===== config.mk =====
export PLATFORM = sky130hd
export DESIGN_NAME = drop_scheduler_flat
export DESIGN_NICKNAME = d
export VERILOG_FILES = /design/src/rtl/flippy_pkg.sv /design/src/rtl/drop_scheduler_if.sv /design/src/rtl/tick_divider.sv /design/src/rtl/drop_scheduler.sv /design/src/flat_wrapper.sv
export SDC_FILE = /design/constraint.sdc
export NUM_CORES = 1
export LEC_CHECK = 0
export BUFFER_PORTS_ARGS = -buffer_cell sky130_fd_sc_hd__buf_4
export CAP_MARGIN = 20
export CORE_UTILIZATION = 56
export DETAILED_ROUTE_END_ITERATION = 7
export PLACE_DENSITY = 0.77
export SETUP_SLACK_MARGIN = 0.5
export SKIP_CTS_REPAIR_TIMING = 1
export SLEW_MARGIN = 25
export SYNTH_ARGS = -nofsm -noshare
export SYNTH_HDL_FRONTEND = slang
export SYNTH_SLANG_ARGS = --single-unit

===== constraint.sdc =====
create_clock -name clock -period 6.7 [get_ports clock]
set_clock_uncertainty 0.15 [all_clocks]
set_input_delay 0.67 -clock clock [delete_from_list [all_inputs] [get_ports clock]]
set_output_delay 0.67 -clock clock [all_outputs]
set_load 0.05 [all_outputs]

===== src/rtl/flippy_pkg.sv =====
// ============================================================================
// flippy_pkg : shared constants, scheduler state encoding, level->period map
// Revision   : 1.0
// ============================================================================
`default_nettype none

package flippy_pkg;

    localparam int NUM_COLS = 3;
    localparam int LEVEL_W  = 4;

    typedef enum logic [1:0] {
        ST_IDLE = 2'd0,
        ST_RUN  = 2'd1,
        ST_OVER = 2'd2
    } sched_state_e;

    // Widened product so that a large level*step cannot wrap below the floor.
    function automatic logic [31:0] level_to_period(
        input logic [LEVEL_W-1:0] lvl,
        input logic [31:0]        base,
        input logic [31:0]        step,
        input logic [31:0]        floor_p
    );
        logic [35:0] red;
        logic [31:0] diff;
        logic [31:0] res;
        red  = 36'(lvl) * 36'(step);
        diff = base - red[31:0];
        res  = diff;
        if ((red >= 36'(base)) || (diff < floor_p)) begin
            res = floor_p;
        end
        return res;
    endfunction

endpackage

`default_nettype wire


===== src/rtl/drop_scheduler_if.sv =====
// ============================================================================
// drop_scheduler_if : game-control and column-timing signals of the scheduler
// Revision          : 1.0
// ============================================================================
`default_nettype none

interface drop_scheduler_if #(
    parameter int NUM_COLS = flippy_pkg::NUM_COLS
);
    import flippy_pkg::*;

    logic                start;
    logic [7:0]          score;
    logic [NUM_COLS-1:0] correct;
    logic [NUM_COLS-1:0] game_over;
    logic [NUM_COLS-1:0] spawn;
    logic [NUM_COLS-1:0] step;
    logic [NUM_COLS-1:0] active;
    logic [LEVEL_W-1:0]  level;
    logic                playing;
    logic                over;

    modport master (
        output start, score, correct, game_over,
        input  spawn, step, active, level, playing, over
    );

    modport slave (
        input  start, score, correct, game_over,
        output spawn, step, active, level, playing, over
    );

endinterface

`default_nettype wire


===== src/rtl/tick_divider.sv =====
// ============================================================================
// tick_divider : loadable down-counter, one-cycle tick at terminal count
// Revision     : 1.0
// ============================================================================
`default_nettype none

module tick_divider (
    input  wire logic        clock,
    input  wire logic        reset_n,
    input  wire logic        clear,
    input  wire logic        en,
    input  wire logic [31:0] period,
    output logic             tick
);

    logic [31:0] cnt_q;
    logic [31:0] cnt_d;

    assign tick = en && (cnt_q == 32'd0);

    // A load of period-1 places the next tick exactly period cycles later.
    always_comb begin
        cnt_d = cnt_q;
        if (clear) begin
            cnt_d = period - 32'd1;
        end else if (en) begin
            cnt_d = tick ? (period - 32'd1) : (cnt_q - 32'd1);
        end
    end

    always_ff @(posedge clock or negedge reset_n) begin
        if (!reset_n) begin
            cnt_q <= 32'd0;
        end else begin
            cnt_q <= cnt_d;
        end
    end

endmodule

`default_nettype wire


===== src/rtl/drop_scheduler.sv =====
// ============================================================================
// drop_scheduler : central spawn/step sequencer for the falling-letter columns
//                  (speed ramp enabled by DROP_SCHED_SPEEDUP_EN)
// Revision       : 1.0
// ============================================================================
`default_nettype none

module drop_scheduler #(
    parameter int          NUM_COLS      = flippy_pkg::NUM_COLS,
    parameter logic [31:0] BASE_PERIOD   = 32'd25_000_000,
    parameter logic [31:0] PERIOD_STEP   = 32'd1_500_000,
    parameter logic [31:0] MIN_PERIOD    = 32'd5_000_000,
    parameter int          STAGGER_STEPS = 4
) (
    input wire logic        clock,
    input wire logic        reset_n,
    drop_scheduler_if.slave bus
);
    import flippy_pkg::*;

    localparam int                  SW       = $clog2(STAGGER_STEPS + 1);
    localparam logic [NUM_COLS-1:0] COL0     = {{(NUM_COLS-1){1'b0}}, 1'b1};
    localparam logic [NUM_COLS-1:0] ALL_COLS = {NUM_COLS{1'b1}};

    sched_state_e        state_q, state_d;
    logic [NUM_COLS-1:0] active_q, active_d;
    logic [NUM_COLS-1:0] spawn_q, spawn_d;
    logic [NUM_COLS-1:0] step_q, step_d;
    logic [SW-1:0]       stagger_q, stagger_d;
    logic [LEVEL_W-1:0]  level_q, level_d;
    logic                playing_q, playing_d;
    logic                over_q, over_d;

    logic                div_clear;
    logic                tick;
    logic [31:0]         period;
    logic [NUM_COLS-1:0] hit;
    logic [NUM_COLS-1:0] lowest_free;

`ifdef DROP_SCHED_SPEEDUP_EN
    assign level_d = bus.score[7] ? 4'd15 : bus.score[6:3];
    assign period  = level_to_period(level_q, BASE_PERIOD, PERIOD_STEP, MIN_PERIOD);
`else
    logic        unused_score;
    logic [31:0] unused_params;
    assign unused_score  = ^bus.score;
    assign unused_params = PERIOD_STEP ^ MIN_PERIOD;
    assign level_d       = '0;
    assign period        = BASE_PERIOD;
`endif

    assign hit         = bus.correct & active_q;
    assign lowest_free = ~active_q & (active_q + COL0);

    tick_divider u_div (
        .clock   (clock),
        .reset_n (reset_n),
        .clear   (div_clear),
        .en      (state_q == ST_RUN),
        .period  (period),
        .tick    (tick)
    );

    always_comb begin
        state_d   = state_q;
        active_d  = active_q;
        spawn_d   = '0;
        step_d    = '0;
        stagger_d = stagger_q;
        div_clear = 1'b0;
        case (state_q)
            ST_IDLE, ST_OVER: begin
                if (bus.start) begin
                    state_d   = ST_RUN;
                    active_d  = COL0;
                    spawn_d   = COL0;
                    stagger_d = '0;
                    div_clear = 1'b1;
                end
            end
            ST_RUN: begin
                if ((bus.game_over & active_q) != '0) begin
                    state_d   = ST_OVER;
                    active_d  = '0;
                    stagger_d = '0;
                end else begin
                    // A freshly matched column restarts at row 0, so it skips this step.
                    spawn_d = hit;
                    if (tick) begin
                        step_d = active_q & ~hit;
                        if (active_q != ALL_COLS) begin
                            if (stagger_q == SW'(STAGGER_STEPS - 1)) begin
                                spawn_d   = spawn_d | lowest_free;
                                active_d  = active_q | lowest_free;
                                stagger_d = '0;
                            end else begin
                                stagger_d = stagger_q + 1'b1;
                            end
                        end
                    end
                end
            end
            default: begin
                state_d  = ST_IDLE;
                active_d = '0;
            end
        endcase
        playing_d = (state_d == ST_RUN);
        over_d    = (state_d == ST_OVER);
    end

    always_ff @(posedge clock or negedge reset_n) begin
        if (!reset_n) begin
            state_q   <= ST_IDLE;
            active_q  <= '0;
            spawn_q   <= '0;
            step_q    <= '0;
            stagger_q <= '0;
            level_q   <= '0;
            playing_q <= 1'b0;
            over_q    <= 1'b0;
        end else begin
            state_q   <= state_d;
            active_q  <= active_d;
            spawn_q   <= spawn_d;
            step_q    <= step_d;
            stagger_q <= stagger_d;
            level_q   <= level_d;
            playing_q <= playing_d;
            over_q    <= over_d;
        end
    end

    assign bus.spawn   = spawn_q;
    assign bus.step    = step_q;
    assign bus.active  = active_q;
    assign bus.level   = level_q;
    assign bus.playing = playing_q;
    assign bus.over    = over_q;

endmodule

`default_nettype wire


===== src/flat_wrapper.sv =====
// flat-port wrapper written by rule: the top's interface ports become plain ports
module drop_scheduler_flat import flippy_pkg::*;
#(
    parameter int          NUM_COLS      = flippy_pkg::NUM_COLS,
    parameter logic [31:0] BASE_PERIOD   = 32'd25_000_000,
    parameter logic [31:0] PERIOD_STEP   = 32'd1_500_000,
    parameter logic [31:0] MIN_PERIOD    = 32'd5_000_000,
    parameter int          STAGGER_STEPS = 4
)
  (clock, reset_n, bus_start, bus_score, bus_correct, bus_game_over, bus_spawn, bus_step, bus_active, bus_level, bus_playing, bus_over);
  drop_scheduler_if #(.NUM_COLS(NUM_COLS)) bus_i ();
  input wire logic clock;
  input wire logic reset_n;
  input wire logic [$bits(bus_i.start)-1:0] bus_start;
  input wire logic [$bits(bus_i.score)-1:0] bus_score;
  input wire logic [$bits(bus_i.correct)-1:0] bus_correct;
  input wire logic [$bits(bus_i.game_over)-1:0] bus_game_over;
  output wire logic [$bits(bus_i.spawn)-1:0] bus_spawn;
  output wire logic [$bits(bus_i.step)-1:0] bus_step;
  output wire logic [$bits(bus_i.active)-1:0] bus_active;
  output wire logic [$bits(bus_i.level)-1:0] bus_level;
  output wire logic [$bits(bus_i.playing)-1:0] bus_playing;
  output wire logic [$bits(bus_i.over)-1:0] bus_over;
  assign bus_i.start = bus_start;
  assign bus_i.score = bus_score;
  assign bus_i.correct = bus_correct;
  assign bus_i.game_over = bus_game_over;
  assign bus_spawn = bus_i.spawn;
  assign bus_step = bus_i.step;
  assign bus_active = bus_i.active;
  assign bus_level = bus_i.level;
  assign bus_playing = bus_i.playing;
  assign bus_over = bus_i.over;
  drop_scheduler #(.NUM_COLS(NUM_COLS), .BASE_PERIOD(BASE_PERIOD), .PERIOD_STEP(PERIOD_STEP), .MIN_PERIOD(MIN_PERIOD), .STAGGER_STEPS(STAGGER_STEPS)) u_core (.clock(clock), .reset_n(reset_n), .bus(bus_i));
endmodule

* Yosys cells after proc, flatten, opt, wreduce, memory -nomap -nowiden
Cells that the tools add are included.
** Operators by class
- Multiply operators :: 0
- Mux-type cells :: 29
- Magnitude comparators :: 0
- Equality and inequality tests :: 10
- Shifts and indexed selects :: 0
- Add/subtract/negate cells :: 3
- Div/mod/pow operators :: 0
- Bitwise operators :: 8
- Reductions and logical operators :: 9
** Operators by type and width (count)
- $mux 32 :: 3
- $mux 3 :: 17
- $logic_not 32->1 :: 1
- $sub 32x1->32 const B :: 1
- $pmux 3 s2 :: 3
- $and 3x3->3 :: 4
- $ne 3x1->1 const B :: 3
- $reduce_and 4->1 :: 2
- $add 3x1->3 const B :: 2
- $not 3->3 :: 2
- $or 3x3->3 :: 2
- $eq 2x1->1 const B :: 2
- $eq 2x2->1 const B :: 2
- $mux 2 :: 2
- $pmux 2 s2 :: 1
- $reduce_bool 2->1 :: 2
- $eq 3x2->1 const B :: 1
- $mux 1 :: 3
- $ne 3x3->1 const B :: 1
- $reduce_bool 3->1 :: 1
- $logic_not 2->1 :: 1
- $ne 2x2->1 const B :: 1
- $reduce_or 2->1 :: 1
- $logic_and 1x1->1 :: 1
** Word-level totals
- Bits in registers :: 48
- ROM bits :: 0
- Memories :: 0
- Bits in writable memories :: 0
- Output and inout port bits :: 15
- Bits in latches :: 0
- Input port bits :: 17

* Logic depth before layout (Yosys ltp)
Gate-level depths: netlist of the first run.
- Depth after elaboration :: 8
- Mapped depth :: 8

* By module
From an unflattened synthesis of the first run, not the netlist that was laid out.
** Unflattened totals
- Cells, all modules :: 391
- Area total of the unflattened synthesis :: 3389.5 um^2
** By module, submodules not included
- tick_divider :: seq. area each 800.8 um^2, area an instance 2667.6 um^2, cells an instance 322, times used 1
- drop_scheduler :: seq. area each 400.4 um^2, area an instance 721.9 um^2, cells an instance 69, times used 1

* Worst setup path after synthesis of the first run
No wires, ideal clock.
- Kind :: flip-flop to flip-flop
- From :: reg u_core.u_div.cnt_q[17]
- To :: reg u_core.stagger_q[0]
- Setup slack :: 3.844 ns
- Setup time :: 0.076 ns
- Required time :: 6.474 ns
- Cell stages (with the launch flop) :: 7
- Data arrival time :: 2.629 ns
- Cells stage by stage :: dfrtp_1 -> or4_4 -> or4_1 -> buf_2 -> or3_4 -> or4_4 -> o21ai_1
** Between the ends
- Cells in the longest elaborated chain, start to end :: 4
** Ends and longest elaborated chain
- start, declared :: line tick_divider.sv:16 : logic [31:0] cnt_q;
- start signal, assigned :: line tick_divider.sv:35 : cnt_q <= cnt_d;
- $logic_not 32->1 :: line tick_divider.sv:19 : assign tick = en && (cnt_q == 32'd0);
- $logic_and 1x1->1 :: line tick_divider.sv:19
- $ne 3x1->1 (no source line)
- $reduce_and 4->1 (no source line)
- end signal, assigned :: line drop_scheduler.sv:127 : stagger_q <= stagger_d;
- end, declared :: line drop_scheduler.sv:29 : logic [SW-1:0] stagger_q, stagger_d;
Every way passes these cells.
A chain may end at the register's enable or synchronous reset.

* Worst setup path in the final report of the first run
- From :: reg u_core.u_div.cnt_q[17]
- To :: reg u_core.stagger_q[1]
Same word-level chain as after synthesis.

==> results.yml, run 1 <==
outcome:
  status: "finished, final reports clean"
setup_path:
  cp_max_fo: 14
  critical_path_class: "flip-flop to flip-flop"
  r2r_end: "u_core.stagger_q[1]"
  rr_startpoint: "u_core.u_div.cnt_q[17]"
  worstSetupStartpointType: "flip-flop"
  cp.arrival_ns: 3.27
  end_kind: "flip-flop"
  cp.required_ns: 6.79
  regToRegSetupSlack_ns: 3.51
  reg2reg_depth: 5
cts:
  cts_tree: "built"
  clockBufferDepth: 2
  htreeDepth: 2
  root_buffer: "clkbuf_8"
  numCtsBuffers: 5
  clkLatencyLatePin_ns: 0.30
  cts.clk_slew.worst_paths_ns: 0.09
  clock_sinks: 48
layout:
  fin_cells: 338
  num_antenna_cells: 0
  design_area_mm2: 0.00282
  syn_to_final_growth_pct: 11.6
  final_nets: 305
  drive_gt1_frac: 0.147
yosys:
  synth_top_area_cell: "dfrtp_1"
  ys.flop_type: "dfrtp_1"
  synthTopCellsByCount: "dfrtp_1 (48), nand2_1 (45), nor2_1 (14), nor4_1 (14), xnor2_1 (11)"
  async_flop_share: 1.00
  synth_edf_count: 0
  synth_most_common_cell: "dfrtp_1"
  avgSynthCellArea_um2: 9.35
  synthTopCellsByArea: "dfrtp_1 (48%), nand2_1 (6.7%), xnor2_1 (3.8%)"
  ys_types: 48
  netlist_area_mm2: 0.00252
  synth.top_cell.area_share: 0.476
  synth_cells: 270
  seq_area_frac_synth: 0.476
  synth_seq_cells: 48
  synth_warnings: 0
place:
  placed_cells: 331
  post_dp_cell_area_mm2: 0.00268
  gp_congestion: 0.810
  dp_hpwl_um: 3490
  port-buffer-count: 19
route:
  wl_per_cell_um: 15.4
  drtAntennaViolNets: 0
  drt-initial-drc-count: 117
  drcViolationCount: 0
  dr_wl_met3_um: 242
  dr_wl_met2_um: 2480
  wl_met1_um: 2450
  top_layer: "met4"
  drt-total-wl_um: 5220
  vias_per_cell: 6.15
  vias: 2078
  dr.pass1.iters: 4
timing:
  timing.final.crit_share: 0.475
  finalSetupViolCount: 0
  rsz0062_at_grt: "false"
  fmax_mhz: 314
  tightest_slew_ns: 0.700
  hold_ws_ns: 0.207
  maxSlewViolCount: 0
  slew_headroom: 0.529
  finalHoldViolCount: 0
  period_minus_slack_ns: 3.19
  finalSetupTns_ns: 0
die:
  start_util: 0.580
  pin_count: 32
  rows: 24
  dieWidth_um: 69.1
  die-height_um: 69.1
  die_area_mm2: 0.00478
  coreArea_mm2: 0.00435
global_route:
  overflow: 0
  grt_max_degree: 49
  grt_pass1_vias: 1935
  antenna_found_initial: 0
  grt.total_usage: 0.240
  grt_pass1_wl_um: 9270
power_and_ir_drop:
  ir_drop_v: 0.000169
  powerDensity_mw_per_mm2: 337
  p_leak_uw: 0.00111
flow_run:
  maxCapViolations: 0
hold_path:
  hold_class: "primary input to async pin"
cells in the final DEF (no fill, tap or decap), drive strengths merged, types with 2 or more instances in the layout:
cell type,instances
a31o,2
and3,4
a41o,2
ha,2
xor2,6
a21oi,6
conb,4
o31ai,3
bufinv,2
or4,10
or3,9
o311ai,2
nand2b,5
nor3b,2
dfrtp,48
nand2,45
xnor2,11
nor3,10
buf,21
a21boi,2
a31oi,8
nand3,7
inv,4
nor2b,4
clkbuf,5
or2,7
nor2,14
o211ai,3
o21ai,7
o22ai,2
nor4,14
nor4b,3
a32o,2
through the flow:
stage	power [uW]	util	worst slack (ns)
finish	949	0.647	3.51
global route	1010	0.647	3.43
CTS	950	0.646	3.52
detailed placement	708	0.616	3.54
global placement	702	0.616	3.56
floorplan	616	-	3.84
routing by layer:
layer,global-route usage,vias to the layer above
met5,0,-
met3,0.0570,5
met1,0.332,1012
met4,0.0612,0
li1,-,1010
met2,0.383,51
cell type report:
type	instances	area (um2)
Fill cell	352	1540
Multi-Input combinational cell	206	1250
Sequential cell	48	1200
Timing Repair Buffer	21	158
Clock buffer	5	68.8
Tap cell	52	65.1
Clock inverter	2	60.1
Inverter	4	15.0
critical path: stages (launching register included):
cell and delay [ns]:
dfrtp_1 0.45, or4_4 0.58, or4_1 0.73, or3_4 0.54, or4_4 0.55, o21ai_1 0.14
how the worst max path moves through the flow:
stage                                     end                   start  cells after the start
after global routing      u_core.stagger_q[0]  u_core.u_div.cnt_q[17]                      5
final                     u_core.stagger_q[1]  u_core.u_div.cnt_q[17]                      5
after CTS                 u_core.stagger_q[1]  u_core.u_div.cnt_q[17]                      5
after global placement    u_core.stagger_q[1]  u_core.u_div.cnt_q[17]                      5
after floorplan           u_core.stagger_q[0]  u_core.u_div.cnt_q[17]                      6
after detailed placement  u_core.stagger_q[1]  u_core.u_div.cnt_q[17]                      5
registers in the layout (all words and copies together) (netlist names):
signal	cells
u_core.bus.playing	1
u_core.bus.over	1
u_core.state_q	2
u_core.bus.step	3
u_core.stagger_q	3
u_core.bus.active	3
u_core.u_div.cnt_q	32
u_core.bus.spawn	3
cell families (layout without fill, tap and decap cells):
group	after synthesis	in the layout	share of synthesized area
simple gates	137	137	0.289
flops	48	48	0.476
compound gates	45	45	0.125
buf+inv	19	32	0.0352
xor+xnor	17	17	0.0590
fa+ha+maj	2	2	0.00991
other cells	1	4	0.00149
mux	1	1	0.00397
power breakdown:
| group | switching (uW) | internal, uW |
|---|---|---|
| Combinational | 220 | 95.0 |
| Clock | 96.2 | 147 |
| Sequential | 55.9 | 335 |
(Power assumes the default switching activity.)
==> run 2: changes to the inputs <==
CORE_UTILIZATION = 52   (was 56)
PLACE_DENSITY = 0.76   (was 0.77)
clock period = 2.9 ns   (was 6.7 ns; I/O delays follow)
==> results.yml, run 2 (synthesis results as in run 1) <==
layout:
  largest-register: "u_core.u_div.cnt_q"
  final_nets: 334
  most-common-layout-cells: "dfrtp_1 (47), nand2_1 (44), buf_4 (44), nor4_1 (13), nor2_1 (13)"
  final_common_cell: "dfrtp_1"
  fill_cells: 353
  num_antenna_cells: 0
  largest_reg_flops: 32
  syn_to_final_growth_pct: 22.3
  design_area_mm2: 0.00309
  drive_gt1_frac: 0.250
die:
  die_area_mm2: 0.00514
  coreArea_mm2: 0.00450
  die-height_um: 71.7
  rows: 24
  pin_count: 32
  dieWidth_um: 71.7
  start_util: 0.560
flow_run:
  maxCapViolations: 0
place:
  dp_hpwl_um: 3890
  port-buffer-count: 19
  post_dp_cell_area_mm2: 0.00282
  gp_congestion: 0.888
setup_path:
  regToRegSetupSlack_ns: 0.30
  cp_max_fo: 5
  cp.arrival_ns: 2.68
  r2r_end: "u_core.stagger_q[1]"
  worstSetupStartpointType: "flip-flop"
  rr_startpoint: "u_core.u_div.cnt_q[20]"
  cp.required_ns: 2.98
  reg2reg_depth: 5
  critical_path_class: "flip-flop to flip-flop"
  end_kind: "flip-flop"
global_route:
  antenna_found_initial: 0
  overflow: 0
  grt_pass1_wl_um: 9500
  grt_pass1_vias: 1985
  grt_max_degree: 49
  grt.total_usage: 0.241
timing:
  maxSlewViolCount: 0
  finalSetupTns_ns: 0
  tightest_slew_ns: 0.688
  finalSetupViolCount: 0
  timing.final.crit_share: 0.897
  finalHoldViolCount: 0
  fmax_mhz: 385
  slew_headroom: 0.541
  rsz0062_at_grt: "true"
  period_minus_slack_ns: 2.60
route:
  drt-initial-drc-count: 250
  wl_per_cell_um: 16.4
  vias: 2234
  vias_per_cell: 6.07
  dr.pass1.iters: 5
  drt-total-wl_um: 6030
  drcViolationCount: 0
  drtAntennaViolNets: 0
outcome:
  status: "finished, final reports clean"
hold_path:
  worstHoldStart: "bus_start"
  min_to: "u_core.bus.active[2]"
  hold_class: "primary input to flip-flop"
  worstHoldPathCells: 3
cts:
  root_buffer: "clkbuf_8"
  clock_sinks: 48
  htreeDepth: 2
  cts_tree: "built"
  clockBufferDepth: 2
  numCtsBuffers: 5
  cts.clk_slew.worst_paths_ns: 0.08
  clkLatencyLatePin_ns: 0.30
power_and_ir_drop:
  p_leak_uw: 0.00123
  ir_drop_v: 0.000463
  powerDensity_mw_per_mm2: 703
  clkPwrFrac: 0.191
  power.share.switching: 0.419
  p_switching_uw: 908
  pwr-share-comb: 0.391
  p_int_uw: 1260
  pwr-share-seq: 0.418
## run 2: worst max-delay path by stage
stage	startpoint	end	slack, ns	depth (start not counted)
3_3_place_gp	u_core.u_div.cnt_q[18]	u_core.stagger_q[1]	0.21	5
5_1_grt	u_core.u_div.cnt_q[20]	u_core.stagger_q[1]	0.26	5
2_1_floorplan	u_core.u_div.cnt_q[13]	u_core.stagger_q[0]	0.23	7
4_1_cts	u_core.u_div.cnt_q[20]	u_core.stagger_q[1]	0.16	5
6_report	u_core.u_div.cnt_q[20]	u_core.stagger_q[1]	0.30	5
3_5_place_dp	u_core.u_div.cnt_q[20]	u_core.stagger_q[0]	0.17	5
## run 2: cell type report
type	count	area [um2]	share of cell area
clock buffer	8	90.1	0.0292
inverter	4	15.0	0.00487
multi-input combinational	207	1330	0.431
sequential	48	1200	0.390
tap	52	65.1	0.0211
timing repair buffer	49	382	0.124
## run 2: power by group through the flow
stage	clock, uW	combinational [uW]	sequential [uW]
after floorplan	0	482	962
after global placement	0	792	907
after detailed placement	0	808	913
after CTS	415	809	900
after global routing	440	928	927
final	414	848	906
## run 2: metal layers
| layer | vias up | share of wire | track usage |
|---|---|---|---|
| met5 | - | 0 | 0 |
| met4 | 0 | 0.015 | 0.0893 |
| met3 | 12 | 0.073 | 0.0577 |
| met2 | 99 | 0.46 | 0.350 |
| met1 | 1049 | 0.45 | 0.351 |
| li1 | 1074 | - | - |
## run 2: worst max-delay path, cell delays in order, from the launching register on
cell,delay (ns)
dfrtp_1,0.39
or4_4,0.57
or4_4,0.45
or3_4,0.39
or4_4,0.43
o21ai_1,0.15
## run 2: through the flow
| stage | hold WS (ns) | util | worst slack [ns] | instances | power, uW |
|---|---|---|---|---|---|
| 2_1_floorplan | -0.156 | - | 0.228 | 273 | 1440 |
| 4_1_cts | -0.137 | 0.646 | 0.155 | 352 | 2130 |
| 3_3_place_gp | 0.184 | 0.626 | 0.213 | 344 | 1700 |
| 3_5_place_dp | 0.188 | 0.626 | 0.172 | 344 | 1720 |
| 6_report | 0.163 | 0.685 | 0.300 | 368 | 2170 |
| 5_1_grt | 0.166 | 0.685 | 0.260 | 368 | 2300 |
==> run 3: changes to the inputs <==
BUFFER_PORTS_ARGS = -buffer_cell sky130_fd_sc_hd__buf_2   (was -buffer_cell sky130_fd_sc_hd__buf_4)
HOLD_SLACK_MARGIN = 0.06   (was unset)
==> results.yml, run 3 (synthesis results as in run 1) <==
power_and_ir_drop:
  pwr-share-seq: 0.423
  power.share.switching: 0.431
  ir_drop_v: 0.000477
  total_power_uw: 2140
  clkPwrFrac: 0.178
  p_leak_uw: 0.00127
  pwr-share-comb: 0.399
  p_switching_uw: 921
  powerDensity_mw_per_mm2: 687
  p_int_uw: 1210
setup_path:
  cp.arrival_ns: 2.69
  cp_max_fo: 4
  slowest_stage: "or4_4"
  end_kind: "flip-flop"
  worstSetupStartpointType: "flip-flop"
  regToRegSetupSlack_ns: 0.25
  r2r_end: "u_core.u_div.cnt_q[26]"
  reg2reg_depth: 7
  critPathBufInv: 2
  cpPeakStageDelay_ns: 0.55
  cp_cell_sequence: "or4_4 > or4_4 > or3_2 > buf_4 > buf_4 > nand3_1 > o211ai_1"
  cp.required_ns: 2.93
  path_delay_family: "simple AND/OR/NAND/NOR gates"
  rr_startpoint: "u_core.u_div.cnt_q[20]"
  critical_path_class: "flip-flop to flip-flop"
layout:
  final_nets: 342
  utilization: 0.691
  num_antenna_cells: 0
  largest_reg_flops: 32
  syn_to_final_growth_pct: 23.3
  most-common-layout-cells: "dfrtp_1 (47), nand2_1 (44), buf_4 (29), buf_2 (18)"
  fill_cells: 356
  largest-register: "u_core.u_div.cnt_q"
  drive_gt1_frac: 0.266
  final_common_cell: "dfrtp_1"
  fin_cells: 375
timing:
  finalSetupTns_ns: 0
  fmax_mhz: 377
  tightest_slew_ns: 0.635
  finalHoldViolCount: 0
  rsz0062_at_grt: "true"
  finalSetupViolCount: 0
  timing.final.crit_share: 0.915
  period_minus_slack_ns: 2.65
  maxSlewViolCount: 0
  slew_headroom: 0.576
  setup_ws_ns: 0.246
die:
  rows: 24
  die_area_mm2: 0.00514
  die-height_um: 71.7
  coreArea_mm2: 0.00450
  start_util: 0.560
  dieWidth_um: 71.7
  pin_count: 32
global_route:
  grt.total_usage: 0.238
  grt_pass1_vias: 1955
  antenna_found_initial: 0
  overflow: 0
  grt_pass1_wl_um: 9330
  grt_max_degree: 49
cts:
  clock_sinks: 48
  numCtsBuffers: 5
  root_buffer: "clkbuf_8"
  cts_tree: "built"
  cts.clk_slew.worst_paths_ns: 0.08
  htreeDepth: 2
  clkLatencyLatePin_ns: 0.30
  clockBufferDepth: 2
route:
  dr.pass1.iters: 5
  vias_per_cell: 6.09
  vias: 2282
  drt-initial-drc-count: 244
  drt-total-wl_um: 6190
  wl_per_cell_um: 16.5
  drtAntennaViolNets: 0
  drcViolationCount: 0
place:
  dp_slack_ns: 0.146
  port-buffer-count: 19
  dp_hpwl_um: 3960
  placed_cells: 346
  gp_congestion: 0.905
hold_path:
  worstHoldStart: "bus_start"
  min_to: "u_core.bus.active[2]"
  worstHoldPathCells: 3
  hold_class: "primary input to flip-flop"
outcome:
  status: "finished, final reports clean"
flow_run:
  maxCapViolations: 0
-- run 3: cell count changes in the layout (fill, tap and decap cells not counted), sizes merged --
cell	previous run	this run
clkinv	0	1
clkbuf	8	6
buf	45	53
-- run 3: power by group through the flow --
| stage | sequential [uW] | clock (uW) | combinational, uW |
|---|---|---|---|
| final | 904 | 381 | 852 |
| after global routing | 926 | 409 | 928 |
| after CTS | 899 | 383 | 792 |
| after detailed placement | 911 | 0 | 790 |
| after global placement | 905 | 0 | 773 |
| after floorplan | 962 | 0 | 482 |
-- run 3: stage by stage --
stage	hold WS, ns	instance area [um2]
6_report	0.185	3110
5_1_grt	0.214	3110
4_1_cts	0.00404	2860
3_5_place_dp	0.324	2790
3_3_place_gp	0.307	2790
2_1_floorplan	-0.156	2590
-- run 3: area by class of cell --
class / instances / area [um2] / area share
clock buffers: 6 / 72.6 / 0.0233
flip-flops and latches: 48 / 1200 / 0.386
well taps: 52 / 65.1 / 0.0209
repair buffers: 57 / 415 / 0.133
inverters: 4 / 15.0 / 0.00483
clock inverters: 1 / 5.00 / 0.00161
multi-input cells: 207 / 1340 / 0.429
-- run 3: how the worst max path moves through the flow --
stage                                        end  slack [ns]  depth (start not counted)                    from
after floorplan              u_core.stagger_q[0]        0.23                          7  u_core.u_div.cnt_q[13]
after global placement    u_core.u_div.cnt_q[24]        0.18                          7  u_core.u_div.cnt_q[20]
after detailed placement   u_core.u_div.cnt_q[5]        0.15                          7  u_core.u_div.cnt_q[20]
after CTS                  u_core.u_div.cnt_q[5]        0.12                          7  u_core.u_div.cnt_q[20]
after global routing      u_core.u_div.cnt_q[26]        0.21                          7  u_core.u_div.cnt_q[18]
final                     u_core.u_div.cnt_q[26]        0.25                          7  u_core.u_div.cnt_q[20]
-- run 3: per-layer routing --
layer  track usage  wire [um]  up-vias
met5             0          0        -
met4        0.0654         57        0
met3        0.0577        330        5
met2         0.356       2980       68
met1         0.347       2820     1124
li1              -          -     1085
-- run 3: worst register-to-register path: cells and delay by family (launching register included) --
kind,cells,cell delay (ns)
AND/OR/NAND/NOR,4,1.61
buffers and inverters,2,0.30
AO/OA/AOI/OAI,1,0.08
flip-flops,1,0.40
